<file path="src/rtl/scores_writer.sv">
// scores_writer: game-over stage that compares the final score with the stored
// best and, on a new record, issues one SD write to SCORES_ADDRESS with bounded
// retries. All outputs are registered and decoded from the state register.
// Optional build macro SCORES_ALWAYS_WRITE_EN: always write the latched score,
// even when it does not beat the stored best (used to clear the record).
module scores_writer #(
  parameter logic [31:0] SCORES_ADDRESS = 32'h0000_2000,
  parameter int unsigned TIMEOUT_CYCLES = 1024,
  parameter int unsigned MAX_RETRY      = 3
) (
  input  logic        CLK,
  input  logic        RESET,
  input  logic        TO_SAVE,
  input  logic [15:0] CURRENT_SCORE,
  input  logic [15:0] PREVIOUS_SCORES,
  input  logic        READ_FINISH,
  input  logic        SD_HAS_INITIALIZED,
  input  logic        SD_IS_WRITING,
  output logic        SD_TO_WRITE,
  output logic [31:0] SD_WRITE_ADDRESS,
  output logic [15:0] WRITE_DATA,
  output logic        WRITE_FINISH,
  output logic        NEW_RECORD,
  output logic        WRITE_ERROR,
  output logic [15:0] BEST_SCORE
);

  typedef enum logic [3:0] {
    S_IDLE,
    S_WAIT_PREV,
    S_COMPARE,
    S_WAIT_SD,
    S_REQUEST,
    S_BACKOFF,
    S_WAIT_WRITE_FINISH,
    S_DONE,
    S_SKIP,
    S_ERROR
  } state_t;

  localparam logic [15:0] TIMER_LAST = 16'(TIMEOUT_CYCLES - 1);
  localparam logic [2:0]  RETRY_LIM  = 3'(MAX_RETRY);

  state_t      state_q;
  logic [2:0]  retry_q;
  logic [2:0]  retry_d;
  logic [15:0] timer_q;

  logic [15:0] score_latch_q;
  logic [15:0] prev_latch_q;
  logic        record_q;

  logic        sd_to_write_q;
  logic [15:0] write_data_q;
  logic        write_finish_q;
  logic        new_record_q;
  logic        write_error_q;
  logic [15:0] best_score_q;

  // Saturating next value of the attempt counter.
  assign retry_d = (retry_q == 3'd7) ? 3'd7 : retry_q + 3'd1;

  // Score and compare-result capture; pure datapath, no reset needed.
  always_ff @(posedge CLK) begin
    if (state_q == S_IDLE && TO_SAVE) begin
      score_latch_q <= CURRENT_SCORE;
    end
    if (state_q == S_COMPARE) begin
      prev_latch_q <= PREVIOUS_SCORES;
      record_q     <= (score_latch_q > PREVIOUS_SCORES);
    end
  end

  // Control FSM with outputs registered from the current state.
  always_ff @(posedge CLK or negedge RESET) begin
    if (!RESET) begin
      state_q        <= S_IDLE;
      retry_q        <= 3'd0;
      timer_q        <= 16'd0;
      sd_to_write_q  <= 1'b0;
      write_data_q   <= 16'd0;
      write_finish_q <= 1'b0;
      new_record_q   <= 1'b0;
      write_error_q  <= 1'b0;
      best_score_q   <= 16'd0;
    end else begin
      sd_to_write_q  <= (state_q == S_REQUEST);
      write_finish_q <= (state_q == S_DONE) || (state_q == S_SKIP);
      write_error_q  <= (state_q == S_ERROR);
      new_record_q   <= (state_q == S_DONE) && record_q;
      if (state_q == S_REQUEST) begin
        write_data_q <= score_latch_q;
      end
      if (state_q == S_DONE) begin
        best_score_q <= score_latch_q;
      end else if (state_q == S_SKIP || state_q == S_ERROR) begin
        best_score_q <= prev_latch_q;
      end

      case (state_q)
        S_IDLE: begin
          if (TO_SAVE) state_q <= S_WAIT_PREV;
        end
        S_WAIT_PREV: begin
          if (READ_FINISH) state_q <= S_COMPARE;
        end
        S_COMPARE: begin
`ifdef SCORES_ALWAYS_WRITE_EN
          state_q <= S_WAIT_SD;
`else
          // Equal scores are not a record.
          state_q <= (score_latch_q > PREVIOUS_SCORES) ? S_WAIT_SD : S_SKIP;
`endif
        end
        S_WAIT_SD: begin
          if (SD_HAS_INITIALIZED && !SD_IS_WRITING) state_q <= S_REQUEST;
        end
        S_REQUEST: begin
          if (SD_IS_WRITING) begin
            timer_q <= 16'd0;
            state_q <= S_WAIT_WRITE_FINISH;
          end else if (timer_q == TIMER_LAST) begin
            timer_q <= 16'd0;
            retry_q <= retry_d;
            state_q <= (retry_d == RETRY_LIM) ? S_ERROR : S_BACKOFF;
          end else begin
            timer_q <= timer_q + 16'd1;
          end
        end
        S_BACKOFF: begin
          state_q <= S_WAIT_SD;
        end
        S_WAIT_WRITE_FINISH: begin
          if (!SD_IS_WRITING) state_q <= S_DONE;
        end
        S_DONE, S_SKIP, S_ERROR: begin
          state_q <= state_q;
        end
        default: begin
          state_q <= S_IDLE;
        end
      endcase
    end
  end

  assign SD_TO_WRITE      = sd_to_write_q;
  assign SD_WRITE_ADDRESS = SCORES_ADDRESS;
  assign WRITE_DATA       = write_data_q;
  assign WRITE_FINISH     = write_finish_q;
  assign NEW_RECORD       = new_record_q;
  assign WRITE_ERROR      = write_error_q;
  assign BEST_SCORE       = best_score_q;

endmodule

</file>
<file path="config.mk">
export PLATFORM = sky130hd
export DESIGN_NAME = scores_writer
export DESIGN_NICKNAME = d
export VERILOG_FILES = /design/src/rtl/scores_writer.sv
export SDC_FILE = /design/constraint.sdc
export NUM_CORES = 1
export LEC_CHECK = 0
export CORE_UTILIZATION = 40
export DETAILED_ROUTE_END_ITERATION = 6
export HOLD_SLACK_MARGIN = 0.1
export PLACE_DENSITY = 0.76
export SKIP_LAST_GASP = 1
export SLEW_MARGIN = 20
export SYNTH_ARGS = -nofsm -noshare
export SYNTH_HDL_FRONTEND = slang
export SYNTH_SLANG_ARGS = --single-unit
export TNS_END_PERCENT = 5
</file>
<file path="constraint.sdc">
create_clock -name CLK -period 8 [get_ports CLK]
set_input_delay 1.6 -clock CLK [delete_from_list [all_inputs] [get_ports CLK]]
set_output_delay 1.6 -clock CLK [all_outputs]
set_load 0.01 [all_outputs]
</file>
==> results of run 1 <==
==> cells in the final DEF, fill, tap and decap left out, types with 3 or more instances in the layout <==
master           Yosys  final
a21o_1               5      5
and2_1               3      3
nand2b_1             3      3
clkbuf_8             0     11
nor4_1               4      4
ha_1                18     18
nand2_1             63     63
inv_1               26     26
nor3_1               7      6
or3_1                5      5
a21oi_1             32     32
a22o_1               4      4
a31oi_1              5      5
nand4_1              6      6
nand3_1              8      8
mux2i_1             18     18
clkdlybuf4s50_1      0     72
edfxtp_1            33     33
buf_4               32      5
nor2b_1              3      3
dfrtp_1             59     59
conb_1               2     32
o21ai_1             13     13
nor2_1              24     24
nor3_2               2      3
o21ai_0              5      5
==> logic make-up after synthesis <==
family | synth area share, %
AO/OA/AOI/OAI | 10.75
XOR/XNOR | 0.1944
adder cells (fa/ha/maj) | 4.999
buffers and inverters | 9.136
flip-flops | 54.76
multiplexers | 4.332
other | 0.1667
AND/OR/NAND/NOR | 15.66
==> flip-flops by register name, indices dropped and copies added (netlist names) <==
register and count:
timer_q 16, WRITE_FINISH 1, score_latch_q 16, WRITE_DATA 16, retry_q 3, SD_TO_WRITE 1, WRITE_ERROR 1, record_q 1
BEST_SCORE 16, prev_latch_q 16, NEW_RECORD 1, state_q 4
==> power by group through the flow <==
| stage | clock network [W] | registers, W | logic, W |
|---|---|---|---|
| after CTS | 0.000319 | 0.000740 | 0.000577 |
| after global routing | 0.000338 | 0.000757 | 0.000631 |
| final | 0.000309 | 0.000739 | 0.000569 |
| after global placement | 0 | 0.000741 | 0.000560 |
| after detailed placement | 0 | 0.000747 | 0.000575 |
| after floorplan | 0 | 0.000747 | 0.000301 |
==> stage by stage <==
stage               util (%)  setup WS [ns]  power, W  instances
floorplan                  -          4.748  0.001048        461
global placement       48.33          4.171  0.001301        630
detailed placement     48.33          4.111  0.001322        630
CTS                    50.15          4.500  0.001636        646
global route           50.15          4.341  0.001726        646
finish                 50.15          4.483  0.001618        646
==> tightest hold or removal path, stage by stage, from the launching register on <==
cell and delay (ns):
dfrtp_1 0.36, nand2_1 0.05, nand2_1 0.06
==> cell type report <==
cell class | count | area, um^2 | share of cell area (%)
clock buffers | 14 | 183.9 | 3.368
multi-input cells | 293 | 1754 | 32.13
well taps | 140 | 175.2 | 3.208
inverters | 27 | 102.6 | 1.879
clock inverters | 2 | 13.76 | 0.2521
repair buffers | 78 | 763.2 | 13.98
flip-flops and latches | 92 | 2467 | 45.19
==> worst paths after layout <==
kind	from	cells past startpoint	to	slack, ns
max	PREVIOUS_SCORES[14]	8	state_q[0]$_DFFE_PN0P_	4.48
min	WRITE_DATA[14]$_DFFE_PN0P_	2	WRITE_DATA[14]$_DFFE_PN0P_	0.49
max reg2reg	state_q[0]$_DFFE_PN0P_	7	timer_q[14]$_DFFE_PN0P_	5.18
min reg2reg	WRITE_DATA[14]$_DFFE_PN0P_	2	WRITE_DATA[14]$_DFFE_PN0P_	0.49
max in group asynchronous	RESET	2	BEST_SCORE[7]$_DFFE_PN0P_	6.09
min in group asynchronous	RESET	2	WRITE_ERROR$_DFF_PN0_	1.40
==> routing by layer <==
layer,wire [um],vias to the layer above,global-route usage [%]
met5,0,-,0
met4,93,0,4.892
met3,659,10,5.425
met2,4668,104,30.30
met1,4154,1537,22.56
li1,-,1581,-
==> results.yml, run 1 <==
cells_and_area:
  fin_nets: 557
  fin_area_mm2: 0.005460
  num-fill-cells: 971
  drive_above_1_share_pct: 6.126
  antenna_cells: 0
  area_delta_synth_final_pct: 21.19
sta:
  worst_slew_pin_slew_ns: 0.7740
  setup_viol: 0
  relSlewSlack_pct: 48.40
  slew_violations: 0
  post-route-min-period_ns: 3.517
  finalCritPeriodShare_pct: 43.96
  whs_ns: 0.4902
  rsz0062_at_grt: "no"
  max_freq_mhz: 284.3
  fin_skew_ns: 0.01065
  final_hold_viol_count: 0
  setup_tns_ns: 0
synth:
  synth_edf_count: 33
  yosysSeqAreaShare_pct: 54.76
  yosysTopAreaCellShare_pct: 32.77
  synth_flop_cell: "dfrtp_1"
  ys_top_cells_by_count: "63 x nand2_1, 59 x dfrtp_1, 33 x edfxtp_1"
  yosysTopAreaCell: "dfrtp_1"
  synth_most_common_cell: "nand2_1"
  synth_cell_types: 53
  async_flop_share_pct: 64.13
  ys_ff_latch: 92
  synthCells: 431
  syn-cell-area_mm2: 0.004506
  synth.avg_cell_area_um2: 10.45
  synth_warnings: 0
  yosys-top-cells-area: "dfrtp_1 33%, edfxtp_1 22%, buf_4 5.3%"
global_routing:
  grt_overflow: 0
  antenna_found_initial: 0
  grt_max_degree: 60
  grt_pass1_wl_mm: 16.12
  grt_pass1_vias: 3229
  globalRouteTotalUtil_pct: 18.06
job:
  drv_cap: 0
drt:
  firstDrtPassIters: 4
  drt_iter0_drc: 195
  vias: 3232
  routedWlPerCell_um: 14.82
  drtAntennaViolNets: 0
  vias_per_cell: 5.003
  drcViolationCount: 0
  routed_wl_mm: 9.575
critical_path:
  path_cells: "clkdlybuf4s50_1 > inv_1 > ha_1 > nand4_1 > nor3_1 > a2111o_1 > o311ai_0 > a31oi_1"
  slowest_stage: "clkdlybuf4s50_1"
  startpoint_type: "input port"
  cp.required_ns: 8.22
  path_buf_inv: 2
  worstSetupEndpointType: "flip-flop"
  path_max_fanout: 4
  cp_top_family: "compound AO/OA/AOI/OAI gates"
  slowest_delay_ns: 0.49
  cp.arrival_ns: 3.74
  crit_type: "input port to flip-flop"
power:
  p_leak_nw: 2.347
  p_int_w: 0.001072
  clkPwrFrac_pct: 19.1
  power_density_mw_per_mm2: 296.2
  p_sw_share_pct: 33.70
  p_switching_w: 0.0005452
  seqPwrFrac_pct: 45.7
  power_frac_comb_pct: 35.2
  ir_drop_v: 0.0001986
floorplan:
  ios: 106
  die_width_um: 108.1
  fp-row-count: 38
  core_area_mm2: 0.01089
  die-area_mm2: 0.01169
  start_util_pct: 41.38
  die_h_um: 108.1
clocking:
  cts_resized: 0
  numCtsBuffers: 9
  worstSkewPairLatency_ns: 0.36
  clk_pin_slew_ns: 0.09
  cts_hold_buf: 0
  cts_tree: "yes"
  cts_root_buf: "clkbuf_8"
  cts.sinks: 92
  htree_levels: 3
  clockBufferDepth: 2
  post_cts_buffers: 0
place:
  dp_hpwl_mm: 6.588
  gp_congestion: 0.7885
  numPortBuffers: 73
  placed_cell_area_mm2: 0.005263
status:
  status: "complete, no violations"
min_path:
  hold_class: "flip-flop to flip-flop"
(Power assumes the default switching activity.)
==> run 2, diff against run 1 <==
--- a/config.mk
+++ b/config.mk
@@ -8,7 +8,7 @@
 export CORE_UTILIZATION = 40
 export DETAILED_ROUTE_END_ITERATION = 6
 export HOLD_SLACK_MARGIN = 0.1
-export PLACE_DENSITY = 0.76
+export PLACE_DENSITY = 0.79
 export SKIP_LAST_GASP = 1
 export SLEW_MARGIN = 20
 export SYNTH_ARGS = -nofsm -noshare
==> constraint.sdc (replaced) <==
create_clock -name CLK -period 3.2 [get_ports CLK]
set_input_delay 0.64 -clock CLK [delete_from_list [all_inputs] [get_ports CLK]]
set_output_delay 0.64 -clock CLK [all_outputs]
set_load 0.01 [all_outputs]
==> run 2 against run 1 <==
Clock-buffer cell count fell by 3. Sequential cell count unchanged. Global-route usage grew 0.058 points. Critical endpoint is now state_q[1]$_DFFE_PN0P_.
==> results.yml, run 2 (synthesis gave the netlist of run 1 again) <==
power:
  clkPwrFrac_pct: 18.2
  power_frac_comb_pct: 35.9
  ir_drop_v: 0.0004488
  p_leak_nw: 2.354
  power_density_mw_per_mm2: 735.4
  seqPwrFrac_pct: 45.9
  p_switching_w: 0.001397
  p_sw_share_pct: 34.74
  p_int_w: 0.002625
clocking:
  htree_levels: 3
  cts_tree: "yes"
  post_cts_buffers: 0
  cts_root_buf: "clkbuf_8"
  cts_resized: 0
  clockBufferDepth: 2
  cts_hold_buf: 0
  clk_pin_slew_ns: 0.09
  cts.sinks: 92
  worstSkewPairLatency_ns: 0.36
  numCtsBuffers: 9
sta:
  fin_skew_ns: 0.01423
  max_freq_mhz: 380.3
  setup_tns_ns: 0
  whs_ns: 0.2298
  slew_violations: 0
  post-route-min-period_ns: 2.630
  rsz0062_at_grt: "no"
  final_hold_viol_count: 0
  relSlewSlack_pct: 49.98
  setup_viol: 0
  finalCritPeriodShare_pct: 82.18
  worst_slew_pin_slew_ns: 0.7471
critical_path:
  startpoint_type: "input port"
  crit_path_start: "PREVIOUS_SCORES[15]"
  slowest_stage: "clkdlybuf4s50_1"
  regToRegStartpoint: "state_q[2]$_DFFE_PN0P_"
  rrSetupSlack_ns: 0.73
  slowest_delay_ns: 0.49
  r2r_cells: 6
  reg2reg_to: "retry_q[0]$_DFFE_PN0P_"
  path_max_fanout: 4
  cp.required_ns: 3.42
  crit_type: "input port to flip-flop"
  cp.arrival_ns: 2.84
  worstSetupEndpointType: "flip-flop"
  path_cells: "clkdlybuf4s50_1 > inv_1 > ha_1 > nand4_1 > nor3_1 > a2111o_1 > o311ai_0 > a31oi_1"
cells_and_area:
  num-fill-cells: 949
  final_cells: 649
  antenna_cells: 0
  layout_commonest_cell: "clkdlybuf4s50_1"
  layout_common_cells: "72 x clkdlybuf4s50_1, 63 x nand2_1, 59 x dfrtp_1"
  fin_util_pct: 50.23
  fin_area_mm2: 0.005469
  fin_nets: 560
  drive_above_1_share_pct: 6.876
  area_delta_synth_final_pct: 21.38
global_routing:
  antenna_found_initial: 0
  globalRouteTotalUtil_pct: 18.11
  grt_pass1_wl_mm: 16.24
  grt_max_degree: 35
  grt_pass1_vias: 3348
  grt_overflow: 0
drt:
  firstDrtPassIters: 4
  drtAntennaViolNets: 0
  vias_per_cell: 5.018
  routedWlPerCell_um: 15.04
  drt_iter0_drc: 197
  routed_wl_mm: 9.758
  drcViolationCount: 0
  vias: 3257
floorplan:
  start_util_pct: 41.38
  die-area_mm2: 0.01169
  die_width_um: 108.1
  ios: 106
  die_h_um: 108.1
  core_area_mm2: 0.01089
  fp-row-count: 38
place:
  numPortBuffers: 73
  dpl.cell_count: 633
  dp_hpwl_mm: 6.965
  placed_cell_area_mm2: 0.005285
  gp_congestion: 0.8370
min_path:
  hold_class: "input port to asynchronous set/reset pin"
job:
  drv_cap: 0
status:
  status: "complete, no violations"
-- run 2: power by group through the flow --
| stage | logic, W | registers (W) | clock network (W) |
|---|---|---|---|
| after floorplan | 0.000752 | 0.00187 | 0 |
| after global placement | 0.00141 | 0.00185 | 0 |
| after detailed placement | 0.00145 | 0.00187 | 0 |
| after CTS | 0.00146 | 0.00185 | 0.000757 |
| after global routing | 0.00159 | 0.00189 | 0.000795 |
| final | 0.00144 | 0.00185 | 0.000733 |
-- run 2: area by class of cell --
class / instances / area (um^2) / share of cell area [%]
timing repair buffer: 81 / 785.8 / 14.37
clock buffer: 11 / 141.4 / 2.585
clock inverter: 5 / 42.54 / 0.7779
inverter: 27 / 102.6 / 1.876
tap: 140 / 175.2 / 3.203
multi-input combinational: 293 / 1754 / 32.07
sequential: 92 / 2467 / 45.12
-- run 2: per-layer routing --
| layer | track usage [%] | part of all wire [%] | up-vias |
|---|---|---|---|
| met5 | 0 | 0 | - |
| met4 | 7.045 | 1.5 | 0 |
| met3 | 5.365 | 6.8 | 11 |
| met2 | 30.80 | 49 | 109 |
| met1 | 21.48 | 43 | 1547 |
| li1 | - | - | 1590 |
-- run 2: worst max-delay path: cells and delay by family --
family / cells / cell delay (ns)
adder cells (fa/ha/maj): 1 / 0.33
AO/OA/AOI/OAI: 3 / 1.04
buffers and inverters: 2 / 0.55
AND/OR/NAND/NOR: 2 / 0.28
-- run 2: worst max-delay path by stage --
stage,end,cells past startpoint
detailed placement,state_q[1]$_DFFE_PN0P_,8
floorplan,state_q[0]$_DFFE_PN0P_,5
global placement,state_q[0]$_DFFE_PN0P_,8
global route,state_q[1]$_DFFE_PN0P_,8
CTS,state_q[1]$_DFFE_PN0P_,8
finish,state_q[1]$_DFFE_PN0P_,8
-- run 2: metrics by stage --
stage,setup slack (ns),total power (W)
after floorplan,0.4291,0.002621
after global placement,0.3233,0.003256
after detailed placement,0.2160,0.003321
after CTS,0.5904,0.004062
after global routing,0.4060,0.004280
final,0.5704,0.004022
==> run 3, diff against run 2 <==
--- a/config.mk
+++ b/config.mk
@@ -8,7 +8,7 @@
 export CORE_UTILIZATION = 40
 export DETAILED_ROUTE_END_ITERATION = 6
 export HOLD_SLACK_MARGIN = 0.1
-export PLACE_DENSITY = 0.79
+export PLACE_DENSITY = 0.76
 export SKIP_LAST_GASP = 1
 export SLEW_MARGIN = 20
 export SYNTH_ARGS = -nofsm -noshare
==> constraint.sdc (replaced) <==
create_clock -name CLK -period 2.7 [get_ports CLK]
set_input_delay 0.54 -clock CLK [delete_from_list [all_inputs] [get_ports CLK]]
set_output_delay 0.54 -clock CLK [all_outputs]
set_load 0.01 [all_outputs]
==> run 3 against run 2 <==
Die area unchanged. Clock skew shrank 0.0074 ns. First-iteration DRC count down 8.6%. Worst setup slack worse by 0.33 ns. Sequential power grew 18%. Clock-buffer cell count down 1. Sequential share of layout area is 0.54 points lower. Non-clock buffer count rose by 6. Global-route usage rose by 0.50 points. Sequential cell count is the same. Final area up 1.2%. Combinational power up 20%.
==> results.yml, run 3 (synthesis gave the netlist of run 1 again) <==
global_routing:
  globalRouteTotalUtil_pct: 18.62
  grt_pass1_wl_mm: 16.60
  grt_pass1_vias: 3366
  grt_max_degree: 40
  grt_overflow: 0
  antenna_found_initial: 0
clocking:
  cts_tree: "yes"
  clockBufferDepth: 2
  post_cts_buffers: 0
  cts_resized: 0
  htree_levels: 3
  cts_root_buf: "clkbuf_8"
  cts.sinks: 92
  clk_pin_slew_ns: 0.09
  numCtsBuffers: 9
  worstSkewPairLatency_ns: 0.36
  cts_hold_buf: 0
power:
  power_density_mw_per_mm2: 875.3
  clkPwrFrac_pct: 19.0
  p_total_w: 0.004845
  p_sw_share_pct: 34.27
  p_leak_nw: 2.385
  seqPwrFrac_pct: 45.3
  ir_drop_v: 0.0005785
  power_frac_comb_pct: 35.7
  p_switching_w: 0.001660
  p_int_w: 0.003184
cells_and_area:
  antenna_cells: 0
  layout_common_cells: "72 x clkdlybuf4s50_1, 63 x nand2_1, 59 x dfrtp_1"
  fin_nets: 566
  fin_util_pct: 50.84
  layout_commonest_cell: "clkdlybuf4s50_1"
  final_cells: 655
  drive_above_1_share_pct: 7.767
  area_delta_synth_final_pct: 22.85
floorplan:
  die_h_um: 108.1
  die_width_um: 108.1
  core_area_mm2: 0.01089
  start_util_pct: 41.38
  fp-row-count: 38
  die-area_mm2: 0.01169
  ios: 106
place:
  dp_hpwl_mm: 7.114
  gp_congestion: 0.8098
  post-place-ws_ns: -0.1286
  dpl.cell_count: 639
  numPortBuffers: 73
drt:
  vias_per_cell: 5.076
  vias: 3325
  firstDrtPassIters: 4
  routedWlPerCell_um: 15.40
  drt_iter0_drc: 180
  drtAntennaViolNets: 0
  routed_wl_mm: 10.08
  drcViolationCount: 0
sta:
  worst_slew_pin_slew_ns: 0.7460
  finalCritPeriodShare_pct: 91.12
  fin_skew_ns: 0.006861
  final_hold_viol_count: 0
  finalWorstSetupSlack_ns: 0.2397
  slew_violations: 0
  setup_tns_ns: 0
  rsz0062_at_grt: "no"
  setup_viol: 0
  post-route-min-period_ns: 2.460
  relSlewSlack_pct: 49.81
  max_freq_mhz: 406.5
critical_path:
  crit_type: "input port to flip-flop"
  path_cells: "clkdlybuf4s50_1 > inv_1 > ha_1 > nand4_1 > nor3_1 > a2111o_1 > o311ai_0 > a31oi_1"
  slowest_delay_ns: 0.48
  cp.required_ns: 2.92
  path_max_fanout: 4
  slowest_stage: "clkdlybuf4s50_1"
  startpoint_type: "input port"
  cp.arrival_ns: 2.68
  worstSetupEndpointType: "flip-flop"
min_path:
  hold_class: "input port to asynchronous set/reset pin"
job:
  drv_cap: 0
status:
  status: "complete, no violations"
-- run 3: area by class of cell --
type                       count  area (um^2)
clock inverter                 6        65.06
timing repair buffer          87        843.3
inverter                      27        102.6
fill                         947         5353
clock buffer                  10        127.6
tap                          140        175.2
multi-input combinational    293         1754
sequential                    92         2467
-- run 3: path summary, 6_finish.rpt --
check / start / to / slack [ns] / cells past startpoint
max in group asynchronous: RESET / timer_q[5]$_DFFE_PN0P_ / 1.94 / 2
worst min register to register: WRITE_DATA[2]$_DFFE_PN0P_ / WRITE_DATA[2]$_DFFE_PN0P_ / 0.49 / 2
worst min-delay path: RESET / BEST_SCORE[4]$_DFFE_PN0P_ / 0.16 / 1
worst max-delay path: PREVIOUS_SCORES[13] / state_q[0]$_DFFE_PN0P_ / 0.24 / 8
worst max register to register: timer_q[0]$_DFFE_PN0P_ / retry_q[0]$_DFFE_PN0P_ / 0.45 / 5
min in group CLK: WRITE_DATA[2]$_DFFE_PN0P_ / WRITE_DATA[2]$_DFFE_PN0P_ / 0.49 / 2
-- run 3: worst max-delay path: cells and delay by family --
kind / cells / cell delay, ns
AO/OA/AOI/OAI: 3 / 1.02
adder cells (fa/ha/maj): 1 / 0.31
buffers and inverters: 2 / 0.53
AND/OR/NAND/NOR: 2 / 0.28
-- run 3: metrics by stage --
stage | instance area [um^2] | hold WS [ns]
4_1_cts | 5535 | 0.1661
6_report | 5535 | 0.1616
3_5_place_dp | 5343 | 0.4668
5_1_grt | 5535 | 0.1919
2_1_floorplan | 4623 | 0.2444
3_3_place_gp | 5343 | 0.4614
-- run 3: routing by layer --
| metal | vias up | wire length, um | GRT usage (%) |
|---|---|---|---|
| met5 | - | 0 | 0 |
| met4 | 0 | 221 | 7.534 |
| met3 | 18 | 703 | 5.787 |
| met2 | 114 | 4967 | 31.07 |
| met1 | 1595 | 4193 | 22.28 |
| li1 | 1598 | - | - |
-- run 3: power by group through the flow --
stage / Combinational, W / Sequential (W) / Clock, W
after global placement: 0.00169 / 0.00220 / 0
after detailed placement: 0.00174 / 0.00222 / 0
final: 0.00173 / 0.00219 / 0.000920
after global routing: 0.00191 / 0.00225 / 0.000992
after floorplan: 0.000896 / 0.00221 / 0
after CTS: 0.00175 / 0.00219 / 0.000943
